===== src/rtl/rotate_pipe.sv =====
// rotate_pipe: pipelined, parametrised barrel shifter / rotator.
//
// Ops: rotate left/right, logical shift left/right and arithmetic shift right.
// The log2(W) shift levels are spread evenly over STAGES register stages.
// A beat accepted on a rising edge is presented on out_valid STAGES edges
// after it was first driven, assuming no stall. Flow control is valid/ready
// on both sides, and the block sustains one beat per cycle.
//
// Parameters:
//   W       data width (power of 2, >= 4)
//   STAGES  register stages, 1..$clog2(W)
//
// Ports:
//   clk        rising-edge clock
//   rst_n      asynchronous active-low reset
//   in_valid   input beat valid
//   in_ready   block can accept a beat (combinational on out_ready)
//   in_x       operand
//   in_n       shift/rotate amount, $clog2(W)+1 bits
//   in_op      0 ROL, 1 ROR, 2 SHL, 3 SHR, 4 SRA, 5..7 reserved
//   out_valid  result valid
//   out_ready  consumer accepts result
//   out_y      result (0 while !out_valid)
//   out_err    beat carried a reserved op
//   out_cnt    count of output handshakes (only with ROTATE_PIPE_CNT_EN)
//
// Configuration macro: ROTATE_PIPE_CNT_EN adds the out_cnt port and counter.

module rotate_pipe #(
  parameter int W      = 32,
  parameter int STAGES = 2
) (
  input  logic               clk,
  input  logic               rst_n,
  input  logic               in_valid,
  output logic               in_ready,
  input  logic [W-1:0]       in_x,
  input  logic [$clog2(W):0] in_n,
  input  logic [2:0]         in_op,
  output logic               out_valid,
  input  logic               out_ready,
  output logic [W-1:0]       out_y,
  output logic               out_err
`ifdef ROTATE_PIPE_CNT_EN
  ,
  output logic [31:0]        out_cnt
`endif
);

  localparam int L    = $clog2(W);
  localparam int LAST = STAGES - 1;

  typedef enum logic [2:0] {
    OP_ROL = 3'd0,
    OP_ROR = 3'd1,
    OP_SHL = 3'd2,
    OP_SHR = 3'd3,
    OP_SRA = 3'd4
  } op_e;

  function automatic logic [W-1:0] bitrev(input logic [W-1:0] a);
    logic [W-1:0] r;
    for (int i = 0; i < W; i++) r[i] = a[W-1-i];
    return r;
  endfunction

  // Decoded input beat
  logic [W-1:0] pre_d;
  logic [L-1:0] pre_amt;
  logic         pre_rot, pre_right, pre_fill, pre_big, pre_err;

  // Pipeline state and per-stage views
  logic [STAGES-1:0] v, vin;
  logic [STAGES:0]   ready;
  logic [W-1:0]      d_q   [STAGES];
  logic [W-1:0]      s_d   [STAGES];
  logic [W-1:0]      d_nx  [STAGES];
  logic [L-1:0]      amt_q [STAGES];
  logic [L-1:0]      s_amt [STAGES];
  logic [STAGES-1:0] fill_q, rot_q, right_q, big_q, err_q;
  logic [STAGES-1:0] s_fill, s_rot, s_right, s_big, s_err;
  logic [W-1:0]      y_post;

  // Right-hand ops are done as left ops on the bit-reversed operand and the
  // result is reversed back at the output. The SRA fill bit is captured
  // here, before reversal, so it travels with the beat.
  always_comb begin
    pre_rot   = 1'b0;
    pre_right = 1'b0;
    pre_fill  = 1'b0;
    pre_err   = 1'b0;
    case (in_op)
      OP_ROL: pre_rot = 1'b1;
      OP_ROR: begin
        pre_rot   = 1'b1;
        pre_right = 1'b1;
      end
      OP_SHL: ;
      OP_SHR: pre_right = 1'b1;
      OP_SRA: begin
        pre_right = 1'b1;
        pre_fill  = in_x[W-1];
      end
      default: pre_err = 1'b1;
    endcase
    pre_d   = pre_right ? bitrev(in_x) : in_x;
    pre_amt = in_n[L-1:0];
    pre_big = in_n[L];
  end

  // Stage k takes its inputs from the decoder (k=0) or from stage k-1.
  always_comb begin
    s_d[0]     = pre_d;
    s_amt[0]   = pre_amt;
    s_fill[0]  = pre_fill;
    s_rot[0]   = pre_rot;
    s_right[0] = pre_right;
    s_big[0]   = pre_big;
    s_err[0]   = pre_err;
    vin[0]     = in_valid;
    for (int k = 1; k < STAGES; k++) begin
      s_d[k]     = d_q[k-1];
      s_amt[k]   = amt_q[k-1];
      s_fill[k]  = fill_q[k-1];
      s_rot[k]   = rot_q[k-1];
      s_right[k] = right_q[k-1];
      s_big[k]   = big_q[k-1];
      s_err[k]   = err_q[k-1];
      vin[k]     = v[k-1];
    end
  end

  // Stage k applies levels [k*L/STAGES, (k+1)*L/STAGES). Shifts pull in the
  // fill bit from the right; rotates wrap the top bits around.
  always_comb begin
    for (int k = 0; k < STAGES; k++) begin
      d_nx[k] = s_d[k];
      for (int j = 0; j < L; j++) begin
        if (j >= (k * L) / STAGES && j < ((k + 1) * L) / STAGES && s_amt[k][j]) begin
          if (s_rot[k])
            d_nx[k] = (d_nx[k] << (1 << j)) | (d_nx[k] >> (W - (1 << j)));
          else
            d_nx[k] = (d_nx[k] << (1 << j)) |
                      (s_fill[k] ? ~({W{1'b1}} << (1 << j)) : '0);
        end
      end
    end
  end

  // A stage can load when it is empty or its content moves on this edge;
  // the chain runs from the consumer back to the input.
  always_comb begin
    ready[STAGES] = out_ready;
    for (int k = LAST; k >= 0; k--) ready[k] = !v[k] || ready[k+1];
  end

  assign in_ready = ready[0];

  // Oversized shifts collapse to the fill bit; rotates already wrapped mod W.
  always_comb begin
    if (err_q[LAST])
      y_post = '0;
    else if (big_q[LAST] && !rot_q[LAST])
      y_post = {W{fill_q[LAST]}};
    else if (right_q[LAST])
      y_post = bitrev(d_q[LAST]);
    else
      y_post = d_q[LAST];
  end

  assign out_valid = v[LAST];
  assign out_y     = v[LAST] ? y_post : '0;
  assign out_err   = v[LAST] && err_q[LAST];

  always_ff @(posedge clk or negedge rst_n) begin
    if (!rst_n) begin
      v <= '0;
    end else begin
      for (int k = 0; k < STAGES; k++)
        if (ready[k]) v[k] <= vin[k];
    end
  end

  // Data registers carry no reset; the outputs are masked by out_valid.
  always_ff @(posedge clk) begin
    for (int k = 0; k < STAGES; k++) begin
      if (ready[k] && vin[k]) begin
        d_q[k]     <= d_nx[k];
        amt_q[k]   <= s_amt[k];
        fill_q[k]  <= s_fill[k];
        rot_q[k]   <= s_rot[k];
        right_q[k] <= s_right[k];
        big_q[k]   <= s_big[k];
        err_q[k]   <= s_err[k];
      end
    end
  end

`ifdef ROTATE_PIPE_CNT_EN
  always_ff @(posedge clk or negedge rst_n) begin
    if (!rst_n)
      out_cnt <= '0;
    else if (out_valid && out_ready)
      out_cnt <= out_cnt + 32'd1;
  end
`endif

endmodule


===== config.mk =====
export PLATFORM = sky130hd
export DESIGN_NAME = rotate_pipe
export DESIGN_NICKNAME = d
export VERILOG_FILES = /design/src/rtl/rotate_pipe.sv
export SDC_FILE = /design/constraint.sdc
export NUM_CORES = 1
export LEC_CHECK = 0
export CORE_MARGIN = 10
export CORE_UTILIZATION = 57
export CTS_BUF_LIST = sky130_fd_sc_hd__clkbuf_2 sky130_fd_sc_hd__clkbuf_4 sky130_fd_sc_hd__clkbuf_8
export DETAILED_ROUTE_END_ITERATION = 8
export GPL_ROUTABILITY_DRIVEN = 0
export HOLD_SLACK_MARGIN = 0.15
export PLACE_DENSITY = 0.84
export SYNTH_ARGS = -nofsm -noshare
export SYNTH_HDL_FRONTEND = slang
export SYNTH_SLANG_ARGS = --single-unit

===== constraint.sdc =====
create_clock -name clk -period 2.4 [get_ports clk]
set_input_delay 0.24 -clock clk [delete_from_list [all_inputs] [get_ports clk]]
set_output_delay 0.24 -clock clk [all_outputs]
set_load 0.1 [all_outputs]

Word level (Yosys, flattened, before mapping). Memory sizes are Yosys's and may differ from the RTL's. Cells that the tools add are included.

Flip-flop bits (word level): 12. Bits in latches: 0. Memory bits (writable): 74. Memory bits (read-only): 0. Input port bits: 45. Output and inout bits: 35. Memories kept: 2.

Memories: d_q (depth 2, bits a word 32, read ports 2, clocked after Yosys merged registers in 0, write ports 2, line 75) `logic [W-1:0] d_q [STAGES];`; amt_q (depth 2, bits a word 5, read ports 1, clocked after Yosys merged registers in 0, write ports 2, line 78) `logic [L-1:0] amt_q [STAGES];`.

$add $sub $neg: 0. Multipliers: 0. Div/mod/pow operators: 0. $lt $le $gt $ge: 0. Equal/unequal tests: 4. Shifts and indexed selects: 0. Multiplexer cells: 28. Bitwise operators: 10. Reductions and logical operators: 13.

Operators with widths (count): $mux 32 (15); $or 32x1->32 (2); $or 32x16->32 (2); $or 32x2->32 (2); $or 32x4->32 (2); $or 32x8->32 (2); $mux 16 (1); $mux 1 (9); $mux 8 (1); $eq 3x2->1 const B (2); $reduce_or 5->1 (1); $logic_and 1x1->1 (4); $mux 4 (1); $eq 3x1->1 const B (1); $eq 3x3->1 const B (1); $logic_not 1->1 (3); $logic_not 3->1 (1); $reduce_or 3->1 (1); $logic_or 1x1->1 (2); $mux 2 (1); $reduce_or 2->1 (1).

Logic depth before layout (Yosys ltp).
Depth after elaboration: 10. Gate-level depth with buffers: 7. Depth with buffers taken out: 5.

Least setup slack after synthesis. OpenSTA, ideal clock, no wires.

Path kind: register to register. Start: reg v[1]. End: mem amt_q[0][2] (netlist bit), enable pin. Library setup time: 0.442 ns. Arrival: 2.841 ns. Data required time: 1.958 ns. Slack: -0.883 ns. Stages on the path, launching flop included: 3. Path buffers: 0. Clock period less this slack: 3.283 ns. Cell sequence: dfrtp_1 -> nand3b_1 -> and2_1.

RTL lines: start: declaration (line 73) `logic [STAGES-1:0] v, vin;`; start signal: indexed assignment (line 180) `if (ready[k]) v[k] <= vin[k];`; end: declaration (line 78).

Final worst setup path.
Start: reg v[1]. End: out out_y[31].

Word-level cells in the longest chain between the ends: 1.

Ends and longest elaborated chain: $mux 32 (line 172) `assign out_y = v[LAST] ? y_post : '0;`; end: declaration (line 42) `output logic [W-1:0] out_y,`.

No other way between the ends.

==> results.tsv <==
stage	metric	value	unit
power_and_ir_drop	power.leakage	2.804	nW
floorplan	dieArea	14110	um^2
finish	area_growth	30.10	%
synth	synth-edff-count	77	
sta	hold_slack	0.4169	ns
sta	timing.slew.headroom	38.75	%
synth	ys_ff_latch	79	
routing	postRouteAntennaNets	0	
floorplan	die_w	118.8	um
routing	avgRoutedWirePerCell	19.99	um
finish	multi_input_area	3114	um^2
placed_design	dp_cells	712	
placed_design	dp_hpwl	10.89	mm
synth	netlist_top_cells_area	edfxtp_1 42%, mux2i_1 20%, a21oi_1 6.5%	
global_route	antenna_found_initial	0	
finish	register_area	2366	um^2
clocking	clk_latency	0.36	ns
sta	setup_tns	0	ns
floorplan	rows	35	
clocking	clk_path_buf_depth	2	
worst_setup_path	cp_max_fo	16	
routing	via_per_inst	6.353	
finish	diodes	0	
synth	avgSynthCellArea	10.72	um^2
clocking	post_cts_buffers	0	
clocking	cts.clk_slew.worst_paths	0.08	ns
routing	drc	0	
sta	tightest_slew	0.9154	ns
synth	ys_seq_area_share	42.47	%
sta	fmax	429.1	MHz
global_route	overflow	0	
synth	yosys_warnings	0	
finish	utilization	77.21	%
worst_setup_path	rrSetupSlack	0.37	ns
finish	num-fill-cells	596	
synth	yosysTopAreaCell	edfxtp_1	
power_and_ir_drop	vdd_drop_max	0.3099	mV
power_and_ir_drop	power	0.004671	W
clocking	htreeDepth	3	
worst_setup_path	startpoint_type	flop	
routing	routed_wl	14.59	mm
clocking	clockRootBuffer	clkbuf_8	
finish	drive_above_1_share	26.62	%
routing	num_vias	4638	
sta	period_needed	2.330	ns
routing	top_layer_used	met4	
sta	grt_setup_unrepaired	false	
sta	fin_crit_sh	97.10	%
clocking	numCtsBuffers	9	
synth	ys_async_sr_fraction	2.532	%
routing	drt_iter0_drc	522	
worst_setup_path	crit_type	reg2out	
hold_path	worstHoldStart	err_q[0]$_DFFE_PP_	
finish	nNetsFinal	641	
status	outcome	complete, no violations	
floorplan	ioPinCount	80	
synth	synth_area	5562	um^2
sta	skew	0.01284	ns
job	max-cap-violations	0	
synth	synthFlopType	edfxtp_1	
routing	dr.pass1.iters	5	
clocking	cts.sinks	79	
floorplan	dieHeight	118.8	um
clocking	cts_tree	built	
global_route	grt_max_degree	57	
placed_design	portBuffers	79	
floorplan	initial_core_util	59.35	%
synth	ys_types	43	
worst_setup_path	required	2.16	ns
worst_setup_path	critPathLaunch	v[1]$_DFFE_PN0P_	
global_route	grt_pass1_wl	23.07	mm
sta	hold_violations	0	
synth	synthesis.nets	564	
worst_setup_path	worstSetupEndpointType	output port	
worst_setup_path	reg2reg_from	amt_q[0][3]$_DFFE_PP_	
power_and_ir_drop	p_per_area	645.6	nW/um^2
sta	setup_viol	0	
synth	synth.top_cell.area_share	41.57	%
routing	dr_wl_met2	7.438	mm
synth	synthCells	519	
worst_setup_path	worstPathArrival	2.09	ns
sta	drv_slew	0	
hold_path	hold_path_class	reg2reg	
routing	dr_wl_met3	1.153	mm
floorplan	core_area	9371	um^2
routing	drt-met1-wl	5.607	mm
global_route	grt_use_total	19.63	%
global_route	grt_pass1_vias	4456	
finish	layoutNonFillerInstCount	730	
[power by group]
| group | switching [W] | leakage, nW | internal (W) |
|---|---|---|---|
| Clock | 0.000455 | 0.110 | 0.000543 |
| Combinational | 0.00114 | 1.94 | 0.000721 |
| Sequential | 0.000103 | 0.759 | 0.00170 |
[registers in the layout, summed over array words and instances (netlist names)]
| register | count |
|---|---|
| amt_q | 3 |
| big_q | 2 |
| d_q | 64 |
| err_q | 2 |
| fill_q | 2 |
| right_q | 2 |
| rot_q | 2 |
| v | 2 |
[worst max-delay path: stages (launching register included)]
cell	delay, ns
dfrtp_4	0.43
nor2b_1	0.46
o21ai_4	0.31
a21oi_1	0.31
buf_12	0.21
[synthesized netlist by cell type, types with 2 or more instances]
master     number
and2_1          3
a21o_1          2
a221oi_2        2
dfrtp_1         2
o21a_1          9
inv_1           4
o221ai_1        2
mux2_2         28
o2bb2ai_1       2
nand2b_1       10
o21ai_0         5
a21oi_1        72
o22a_1          2
a211oi_1        9
mux4_2          5
mux2i_1       110
buf_6           3
nor2b_1         6
a22o_1          9
nand2_1        15
nor2_1         49
buf_1           4
clkbuf_1       26
a221oi_1       11
o31a_1          2
edfxtp_1       77
o22ai_1        19
a31o_2          4
buf_2          13
[cell usage in the layout (no fill, tap or decap), types with 4 or more instances in the layout]
cell type,count
a221oi_1,11
inv_1,4
nor2_1,49
a21oi_1,42
buf_12,34
mux2i_1,110
nand2b_1,9
a22o_1,9
a31o_2,4
clkbuf_8,11
a21oi_2,30
o21a_1,9
nor2b_1,6
o22ai_1,19
buf_4,32
mux4_2,5
a211oi_1,9
mux2_2,28
clkdlybuf4s50_1,44
edfxtp_1,77
nand2_1,15
o21ai_0,5
[what timing repair did]
item	CTS	global route
pin swaps	1	0
endpoints found under the setup margin	19	16
gates resized for setup	0	1
hold buffers	1	0
endpoints found under the hold margin	2	0
cloned	1	0
[through the flow]
stage / worst slack [ns] / instance area (um^2)
floorplan: -0.2084 / 5680
global placement: 0.01771 / 7005
detailed placement: -0.03469 / 7005
CTS: 0.03027 / 7228
global route: 0.006512 / 7236
finish: 0.06955 / 7236
[layout make-up]
cell class,count,share of cell area (%)
clock buffer,12,2.196
clock inverter,4,0.6225
inverter,5,0.2594
multi-input combinational,390,43.04
sequential,79,32.70
tap,129,2.231
timing repair buffer,111,18.95
[per-layer routing]
metal  GRT usage, %  vias to the layer above
met4          7.710                        0
li1               -                     2152
met1          22.07                     2174
met2          35.51                      277
met3          3.903                       35
met5              0                        -
[final timing paths]
check,to,cells past startpoint
max,out_y[31],4
min,err_q[1]$_DFFE_PP_,0
max reg2reg,d_q[0][34]$_DFFE_PP_,6
min reg2reg,err_q[1]$_DFFE_PP_,0
max in group asynchronous,v[1]$_DFFE_PN0P_,2
min in group asynchronous,v[1]$_DFFE_PN0P_,2
[kinds of logic (layout without fill, tap and decap cells)]
group                  after synthesis  after routing  synth area share (%)
multiplexers                       143            143                 27.49
flip-flops                          79             79                 42.47
XOR/XNOR                             1              1                0.1575
AO/OA/AOI/OAI                      158            159                 18.67
AND/OR/NAND/NOR                     87             87                 7.064
buffers and inverters               51            132                 4.139
(Power assumes the default switching activity.)
